File: src/rtl/sdram_pkg.sv
// ---------------------------------------------------------------------------
// sdram_pkg
// Shared definitions for the AXI-Lite memory tester:
//   state_t    - tester FSM states
//   LFSR_POLY  - Galois feedback mask for x^32 + x^22 + x^2 + x + 1
//   RESP_OKAY  - AXI OKAY response code
//   lfsr_step  - one right-shifting Galois LFSR step
// ---------------------------------------------------------------------------
package sdram_pkg;

    typedef enum logic [2:0] {
        IDLE,
        WR_ADDR,
        WR_RESP,
        RD_ADDR,
        RD_RESP,
        FINISH
    } state_t;

    // Bit (k-1) set for each x^k term of the polynomial (constant term implicit).
    localparam logic [31:0] LFSR_POLY = 32'h8020_0003;

    localparam logic [1:0] RESP_OKAY = 2'b00;

    function automatic logic [31:0] lfsr_step(input logic [31:0] v);
        return v[0] ? ((v >> 1) ^ LFSR_POLY) : (v >> 1);
    endfunction

endpackage

File: src/rtl/lfsr32.sv
// ---------------------------------------------------------------------------
// lfsr32
// 32-bit Galois LFSR producing the test data pattern.
// Ports:
//   clk     - clock
//   rst_n   - synchronous active-low reset (value returns to SEED)
//   load    - reload SEED
//   advance - step to the next state (ignored when load is high)
//   value   - current LFSR state
// ---------------------------------------------------------------------------
module lfsr32 #(
    parameter logic [31:0] SEED = 32'hACE1_2468
) (
    input  logic        clk,
    input  logic        rst_n,
    input  logic        load,
    input  logic        advance,
    output logic [31:0] value
);
    import sdram_pkg::*;

    logic [31:0] r_value;

    always_ff @(posedge clk) begin
        if (!rst_n) begin
            r_value <= SEED;
        end else if (load) begin
            r_value <= SEED;
        end else if (advance) begin
            r_value <= lfsr_step(r_value);
        end
    end

    assign value = r_value;

endmodule

File: src/rtl/axil_memtest.sv
// ---------------------------------------------------------------------------
// axil_memtest
// Writes NUM_WORDS LFSR words over AXI-Lite starting at BASE_ADDR, reads them
// back and counts mismatches and non-OKAY responses. One transaction at a time.
// Ports:
//   clk, rst_n            - clock, synchronous active-low reset
//   start                 - one-cycle pulse, starts a run when idle
//   m_axil_aw*/w*/b*      - AXI-Lite write manager channels
//   m_axil_ar*/r*         - AXI-Lite read manager channels
//   busy                  - run in progress
//   done                  - one-cycle pulse at end of run
//   pass                  - last run had no errors (held until next start)
//   err_count             - saturating error count
//   first_err_addr        - address of the first error in the run, else 0
// ---------------------------------------------------------------------------
module axil_memtest #(
    parameter logic [31:0] BASE_ADDR = 32'h0000_0000,
    parameter int unsigned NUM_WORDS = 1024,
    parameter logic [31:0] SEED      = 32'hACE1_2468
) (
    input  logic        clk,
    input  logic        rst_n,
    input  logic        start,
    output logic [31:0] m_axil_awaddr,
    output logic        m_axil_awvalid,
    input  logic        m_axil_awready,
    output logic [31:0] m_axil_wdata,
    output logic [3:0]  m_axil_wstrb,
    output logic        m_axil_wvalid,
    input  logic        m_axil_wready,
    input  logic [1:0]  m_axil_bresp,
    input  logic        m_axil_bvalid,
    output logic        m_axil_bready,
    output logic [31:0] m_axil_araddr,
    output logic        m_axil_arvalid,
    input  logic        m_axil_arready,
    input  logic [31:0] m_axil_rdata,
    input  logic [1:0]  m_axil_rresp,
    input  logic        m_axil_rvalid,
    output logic        m_axil_rready,
    output logic        busy,
    output logic        done,
    output logic        pass,
    output logic [15:0] err_count,
    output logic [31:0] first_err_addr
);
    import sdram_pkg::*;

    localparam logic [15:0] LAST_IDX = 16'(NUM_WORDS - 1);

    state_t      r_state;
    logic [15:0] r_index;
    logic        r_awvalid;
    logic        r_wvalid;
    logic        r_bready;
    logic        r_arvalid;
    logic        r_rready;
    logic        r_busy;
    logic        r_done;
    logic        r_pass;
    logic [15:0] r_err_count;
    logic [31:0] r_first_err_addr;

    logic [31:0] w_addr;
    logic [31:0] w_lfsr_value;
    logic        w_last;
    logic        w_b_fire;
    logic        w_r_fire;
    logic        w_aw_ok;
    logic        w_w_ok;
    logic        w_err_event;
    logic [15:0] w_err_next;
    logic        w_lfsr_load;
    logic        w_lfsr_advance;

    // Address only changes when index changes, which never happens while a
    // valid is raised, so awaddr/araddr are stable for the whole handshake.
    assign w_addr   = BASE_ADDR + {14'd0, r_index, 2'b00};
    assign w_last   = (r_index == LAST_IDX);
    assign w_b_fire = (r_state == WR_RESP) && r_bready && m_axil_bvalid;
    assign w_r_fire = (r_state == RD_RESP) && r_rready && m_axil_rvalid;

    // A channel counts as accepted once its valid is down, or its ready is up now.
    assign w_aw_ok = !r_awvalid || m_axil_awready;
    assign w_w_ok  = !r_wvalid  || m_axil_wready;

    // A data mismatch and a bad rresp on the same beat are one error.
    assign w_err_event = (w_b_fire && (m_axil_bresp != RESP_OKAY)) ||
                         (w_r_fire && ((m_axil_rdata != w_lfsr_value) ||
                                       (m_axil_rresp != RESP_OKAY)));
    assign w_err_next  = r_err_count +
                         {15'd0, (w_err_event && (r_err_count != 16'hFFFF))};

    assign w_lfsr_load    = ((r_state == IDLE) && start) || (w_b_fire && w_last);
    assign w_lfsr_advance = (w_b_fire || w_r_fire) && !w_last;

    lfsr32 #(
        .SEED (SEED)
    ) u_lfsr (
        .clk     (clk),
        .rst_n   (rst_n),
        .load    (w_lfsr_load),
        .advance (w_lfsr_advance),
        .value   (w_lfsr_value)
    );

    always_ff @(posedge clk) begin
        if (!rst_n) begin
            r_state          <= IDLE;
            r_index          <= 16'd0;
            r_awvalid        <= 1'b0;
            r_wvalid         <= 1'b0;
            r_bready         <= 1'b0;
            r_arvalid        <= 1'b0;
            r_rready         <= 1'b0;
            r_busy           <= 1'b0;
            r_done           <= 1'b0;
            r_pass           <= 1'b0;
            r_err_count      <= 16'd0;
            r_first_err_addr <= 32'd0;
        end else begin
            r_done <= 1'b0;
            case (r_state)
                IDLE: begin
                    if (start) begin
                        r_state          <= WR_ADDR;
                        r_index          <= 16'd0;
                        r_err_count      <= 16'd0;
                        r_first_err_addr <= 32'd0;
                        r_pass           <= 1'b0;
                        r_busy           <= 1'b1;
                        r_awvalid        <= 1'b1;
                        r_wvalid         <= 1'b1;
                    end
                end
                WR_ADDR: begin
                    if (r_awvalid && m_axil_awready) r_awvalid <= 1'b0;
                    if (r_wvalid && m_axil_wready)   r_wvalid  <= 1'b0;
                    if (w_aw_ok && w_w_ok) begin
                        r_state  <= WR_RESP;
                        r_bready <= 1'b1;
                    end
                end
                WR_RESP: begin
                    if (w_b_fire) begin
                        r_bready <= 1'b0;
                        if (w_last) begin
                            r_state   <= RD_ADDR;
                            r_index   <= 16'd0;
                            r_arvalid <= 1'b1;
                        end else begin
                            r_state   <= WR_ADDR;
                            r_index   <= r_index + 16'd1;
                            r_awvalid <= 1'b1;
                            r_wvalid  <= 1'b1;
                        end
                    end
                end
                RD_ADDR: begin
                    if (m_axil_arready) begin
                        r_state   <= RD_RESP;
                        r_arvalid <= 1'b0;
                        r_rready  <= 1'b1;
                    end
                end
                RD_RESP: begin
                    if (w_r_fire) begin
                        r_rready <= 1'b0;
                        if (w_last) begin
                            r_state <= FINISH;
                            r_done  <= 1'b1;
                            r_pass  <= (w_err_next == 16'd0);
                        end else begin
                            r_state   <= RD_ADDR;
                            r_index   <= r_index + 16'd1;
                            r_arvalid <= 1'b1;
                        end
                    end
                end
                FINISH: begin
                    r_state <= IDLE;
                    r_busy  <= 1'b0;
                end
                default: r_state <= IDLE;
            endcase

            if (w_err_event) begin
                r_err_count <= w_err_next;
                if (r_err_count == 16'd0) r_first_err_addr <= w_addr;
            end
        end
    end

    assign m_axil_awaddr  = w_addr;
    assign m_axil_awvalid = r_awvalid;
    assign m_axil_wdata   = w_lfsr_value;
    assign m_axil_wstrb   = 4'hF;
    assign m_axil_wvalid  = r_wvalid;
    assign m_axil_bready  = r_bready;
    assign m_axil_araddr  = w_addr;
    assign m_axil_arvalid = r_arvalid;
    assign m_axil_rready  = r_rready;
    assign busy           = r_busy;
    assign done           = r_done;
    assign pass           = r_pass;
    assign err_count      = r_err_count;
    assign first_err_addr = r_first_err_addr;

endmodule
File: config.mk
export PLATFORM = sky130hd
export DESIGN_NAME = axil_memtest
export DESIGN_NICKNAME = d
export VERILOG_FILES = /design/src/rtl/sdram_pkg.sv /design/src/rtl/lfsr32.sv /design/src/rtl/axil_memtest.sv
export SDC_FILE = /design/constraint.sdc
export NUM_CORES = 1
export LEC_CHECK = 0
export BUFFER_PORTS_ARGS = -buffer_cell sky130_fd_sc_hd__buf_2
export CAP_MARGIN = 25
export CORE_UTILIZATION = 46
export DETAILED_ROUTE_END_ITERATION = 16
export HOLD_SLACK_MARGIN = 0.15
export PLACE_DENSITY = 0.77
export SYNTH_ARGS = -nofsm -noshare
export SYNTH_HDL_FRONTEND = slang
export SYNTH_SLANG_ARGS = --single-unit
export TNS_END_PERCENT = 20
File: constraint.sdc
create_clock -name clk -period 2.9 [get_ports clk]
set_clock_uncertainty 0.1 [all_clocks]
set_input_delay 0.145 -clock clk [delete_from_list [all_inputs] [get_ports clk]]
set_output_delay 0.145 -clock clk [all_outputs]
set_load 0.02 [all_outputs]
After elaboration in Yosys (flattened, before gate mapping) --
Cells that the tools add are included.
Word-level totals: flip-flop bits (word level) 107
Cells by class: add/sub/neg operators 2, equality and inequality tests 19, multiplexer cells 45, bitwise operators 2, reduce and logical (&&, ||, !) cells 48
Operator list (count):
- $mux W32 | 5
- $mux W16 | 7
- $pmux W16 S3 | 1
- $logic_not A16 Y1 | 2
- $ne A32 B32 Y1 | 1
- $ne A2 B2 Y1 const B | 11
- $reduce_and A5 Y1 | 4
- $mux W3 | 6
- $mux W1 | 17
- $add A16 B1 Y16 | 1
- $add A16 B1 Y16 const B | 1
- $eq A16 B10 Y1 const B | 1
- $ne A16 B16 Y1 const B | 1
- $reduce_bool A2 Y1 | 8
- $pmux W3 S5 | 1
- $logic_and A1 B1 Y1 | 13
- $pmux W1 S3 | 3
- $reduce_and A3 Y1 | 3
- $reduce_bool A3 Y1 | 3
- $pmux W1 S2 | 4
- $eq A3 B2 Y1 const B | 2
- $eq A3 B3 Y1 const B | 2
- $logic_or A1 B1 Y1 | 6
- $reduce_and A6 Y1 | 1
- other kinds (9) | 12

Logic depth before layout (Yosys ltp) --
depth in word-level cells 11, depth in mapped cells 15, mapped depth without buffers 13

By module --
A second synthesis with hierarchy kept.
Second synthesis, totals: cells, all modules 638, area total of the unflattened synthesis 5685.5 um^2
Modules (own cells, without submodules):
- axil_memtest | instances 1, cells an instance 530, area each 4435.5 um^2, sequential area each 1501.4 um^2
- lfsr32 | instances 1, cells an instance 108, area each 1249.9 um^2, sequential area each 640.6 um^2

Least setup slack after synthesis --
OpenSTA, ideal clock, no wires.
kind register -> register, from register u_lfsr.r_value[0] (netlist: u_lfsr.value[0]), to register r_pass (netlist: pass), setup time 0.075 ns, arrival 3.066 ns, data required time 2.725 ns, setup slack -0.341 ns, cell stages (with the launch flop) 14, path through dfxtp_1 > buf_2 > xor2_1 > nor4_1 > nand4_1 > o31ai_4 > buf_4 > nor2_1 > ha_1 > ha_1 > or4_1 > nor2_1 > nand4_1 > o22ai_1
Between the ends: longest elaborated chain between the ends 10
RTL lines:
- start: declaration | RTL line lfsr32.sv:22 | logic [31:0] r_value;
- start signal: assignment | RTL line lfsr32.sv:30 | r_value <= lfsr_step(r_value);
- $ne A32 B32 Y1 | RTL line axil_memtest.sv:89 | (w_r_fire && ((m_axil_rdata != w_lfsr_value) ||
- $logic_or A1 B1 Y1 | RTL line axil_memtest.sv:89
- $logic_and A1 B1 Y1 | RTL line axil_memtest.sv:89
- $logic_or A1 B1 Y1 | RTL line axil_memtest.sv:88 | assign w_err_event = (w_b_fire && (m_axil_bresp != RESP_OKAY)) ||
- $logic_and A1 B1 Y1 | RTL line axil_memtest.sv:92 | {15'd0, (w_err_event && (r_err_count != 16'hFFFF))};
- $add A16 B1 Y16 | RTL line axil_memtest.sv:91 | assign w_err_next = r_err_count +
- $logic_not A16 Y1 | RTL line axil_memtest.sv:172 | r_pass <= (w_err_next == 16'd0);
- $mux W1 | RTL line axil_memtest.sv:169 | if (w_last) begin
- $mux W1 | RTL line axil_memtest.sv:167 | if (w_r_fire) begin
- $pmux W1 S2 | RTL line axil_memtest.sv:123 | case (r_state)
- end signal: assignment | RTL line axil_memtest.sv:172
- end: declaration | RTL line axil_memtest.sv:60 | logic r_pass;
No other way between the ends. The select of a mux whose other input is x is not followed. A chain may end at the register's enable or synchronous reset.

Final worst setup path --
from register u_lfsr.r_value[8] (netlist: u_lfsr.value[8]), to register r_pass (netlist: pass)
Same word-level chain as after synthesis.

==> flow_summary.json <==
{
  "holdPathStages": 4,
  "synth.area.top_cells": "dfxtp_1, buf_4, nand2_1",
  "wl_per_cell_um": 14.7,
  "path_common_cell": "ha_4",
  "antenna_found_initial": 0,
  "critPathCaptureType": "flop",
  "clockBufferDepth": 2,
  "grt.busiest_layer": "met2",
  "synth.distinct_cells": 59,
  "rsz0062_at_grt": "yes",
  "synth-seq-cells": 107,
  "cp_max_fo": 5,
  "outcome": "finished clean",
  "r2r-start": "u_lfsr.value[8]",
  "p_leak_nw": 3.22,
  "whs_ns": 0.192,
  "fin_util": 0.588,
  "ir_drop_mv": 0.292,
  "io_pins": 200,
  "placed_area_um2": 6700,
  "hold_viol_final": 0,
  "use_met3": 0.0563,
  "finalMaxSlewViolations": 0,
  "cts_tree": "built",
  "yosysMostFrequentCell": "nand2_1",
  "row_count": 40,
  "yosysWarnings": 0,
  "die_y_um": 113,
  "r2r_slack_ns": 0.03,
  "min_period_ns": 2.87,
  "worstHoldStart": "m_axil_arready",
  "clkLatencyLatePin_ns": 0.35,
  "fp.dieW_um": 113,
  "drc": 0,
  "setup_viol": 0,
  "start_util": 0.473,
  "maxSlewHeadroom": 0.430,
  "grt_pass1_vias": 4753,
  "synth.largest_area_cell": "dfxtp_1",
  "min_to": "m_axil_rready",
  "ys.flop_type": "dfxtp_1",
  "synthCells": 673,
  "gp_congestion": 0.863,
  "area_growth_pct": 24.4,
  "num_antenna_cells": 0,
  "crit_path_start_kind": "flop",
  "min_path_type": "primary input to flop",
  "cts_max_level": 3,
  "synth_enable_flop_cells": 0,
  "final_area_um2": 7100,
  "num_vias": 5273,
  "fin_nets": 890,
  "post-route-period-util": 0.991,
  "cp.required_ns": 3.03,
  "drive_above_1_share": 0.334,
  "critPathArrivalTime_ns": 3.00,
  "synth_common_cells": "nand2_1, dfxtp_1, buf_4, nand3_1, xor2_1",
  "grt_max_degree": 47,
  "grt_pass1_wl_um": 23500,
  "reg2regPathDepth": 13,
  "port_buffers": 163,
  "worst_pin_slew_ns": 0.854,
  "synthArstFlopShare": 0,
  "wirelength_um": 15000,
  "r2r_end": "pass",
  "clock-sinks": 107,
  "crit_chain": "xor2_1 -> nor4_1 -> nand4_1 -> o31ai_4 -> nor2_4 -> ha_4 -> ha_4 -> nand3_2 -> nor2_1 -> and2_1 -> and3_1 -> o2111ai_1 -> o22ai_1",
  "avgSynthCellArea_um2": 8.48,
  "path_clk_slew_ns": 0.07,
  "crit_type": "flop to flop",
  "syn_area_um2": 5710,
  "yosysSeqAreaShare": 0.375,
  "grt_util_met1": 0.291,
  "vias_per_cell": 5.20,
  "worst_path_max_delay_cell": "dfxtp_4",
  "drtPass1Iterations": 8,
  "cap_viol_max_count": 0,
  "core-area_um2": 12100,
  "dp_hpwl_um": 10600,
  "gr-total-overflow": 0,
  "synth_top_area_frac": 0.375,
  "grt_usage": 0.230,
  "cp_slowest_stage_delay_ns": 0.36,
  "root_buffer": "clkbuf_16",
  "drt_iter0_drc": 341,
  "pwr_density_cell_nw_per_um2": 432,
  "met2_usage": 0.385,
  "fmaxAchievable_mhz": 348,
  "cts_made_buffers": 9,
  "drtAntennaViolNets": 0,
  "dieArea_um2": 12900
}
[area by class of cell]
| type | count | area [um2] |
|---|---|---|
| clock inverter | 5 | 37.5 |
| inverter | 4 | 15.0 |
| sequential | 107 | 2180 |
| fill | 1140 | 4960 |
| multi-input combinational | 501 | 3160 |
| clock buffer | 11 | 243 |
| tap | 168 | 210 |
| timing repair buffer | 219 | 1260 |
[state kept, by name, indices dropped and copies added (netlist names), 3 cells and up]
register and cells:
r_state 3, first_err_addr 32, u_lfsr.value 32, r_index 16
err_count 16
[through the flow]
stage	power (W)	worst slack [ns]	TNS [ns]	instances
floorplan	0.00184	-0.0892	-0.125	707
global placement	0.00191	0.0746	0	991
detailed placement	0.00191	-0.0170	-0.0170	991
CTS	0.00309	0.00230	0	1014
global route	0.00318	-0.146	-0.499	1015
finish	0.00306	0.0275	0	1015
[report_power, final]
part / switching, W / total, W / internal (W)
clock network: 0.000564 / 0.00118 / 0.000612
registers: 0.0000167 / 0.00150 / 0.00149
logic: 0.000266 / 0.000387 / 0.000121
[placed cells by master, fill, tap and decap left out, types with 18 or more instances in the layout]
cell,instances
xor2_1,43
conb_1,36
mux2i_1,20
dfxtp_1,86
nand2_1,109
nor2_1,28
buf_2,163
a21oi_1,35
buf_4,51
nand3_1,50
dfxtp_2,18
[timing repair]
| item | in CTS | in global routing |
|---|---|---|
| setup buffers | 3 | 1 |
| pin swaps | 7 | 4 |
| setup endpoints to repair | 3 | 8 |
| endpoints found under the hold margin | 5 | 0 |
| resized for setup | 4 | 6 |
| hold buffers | 4 | 0 |
[worst max-delay path by stage]
| stage | from | slack, ns | cells past startpoint | end |
|---|---|---|---|---|
| after floorplan | u_lfsr.value[0] | -0.09 | 13 | pass |
| after global placement | u_lfsr.value[6] | 0.07 | 11 | pass |
| after detailed placement | u_lfsr.value[20] | -0.02 | 11 | pass |
| after CTS | u_lfsr.value[10] | 0.002 | 11 | pass |
| after global routing | u_lfsr.value[31] | -0.15 | 11 | pass |
| final | u_lfsr.value[8] | 0.03 | 13 | pass |
[layer usage]
layer  part of all wire  wire, um
met4              0.011       170
met5                  0         0
met1               0.45      6710
met3              0.069      1030
met2               0.47      7060
[cells by family after synthesis]
group           share of synthesized area
other cells                       0.00132
compound gates                     0.0969
flops                               0.375
buf+inv                             0.112
simple gates                        0.289
xor+xnor                           0.0814
mux                                0.0351
fa+ha+maj                         0.00877
[critical path: cells and delay by family (launching register included)]
| kind | cells | cell delay (ns) |
|---|---|---|
| AOI/OAI and AO/OA | 3 | 0.66 |
| and+or+nand+nor | 7 | 1.13 |
| xor gates and xnor gates | 1 | 0.14 |
| DFF | 1 | 0.36 |
| adders and majority gates | 2 | 0.37 |
Note: power is estimated with default switching activity, not from simulation.
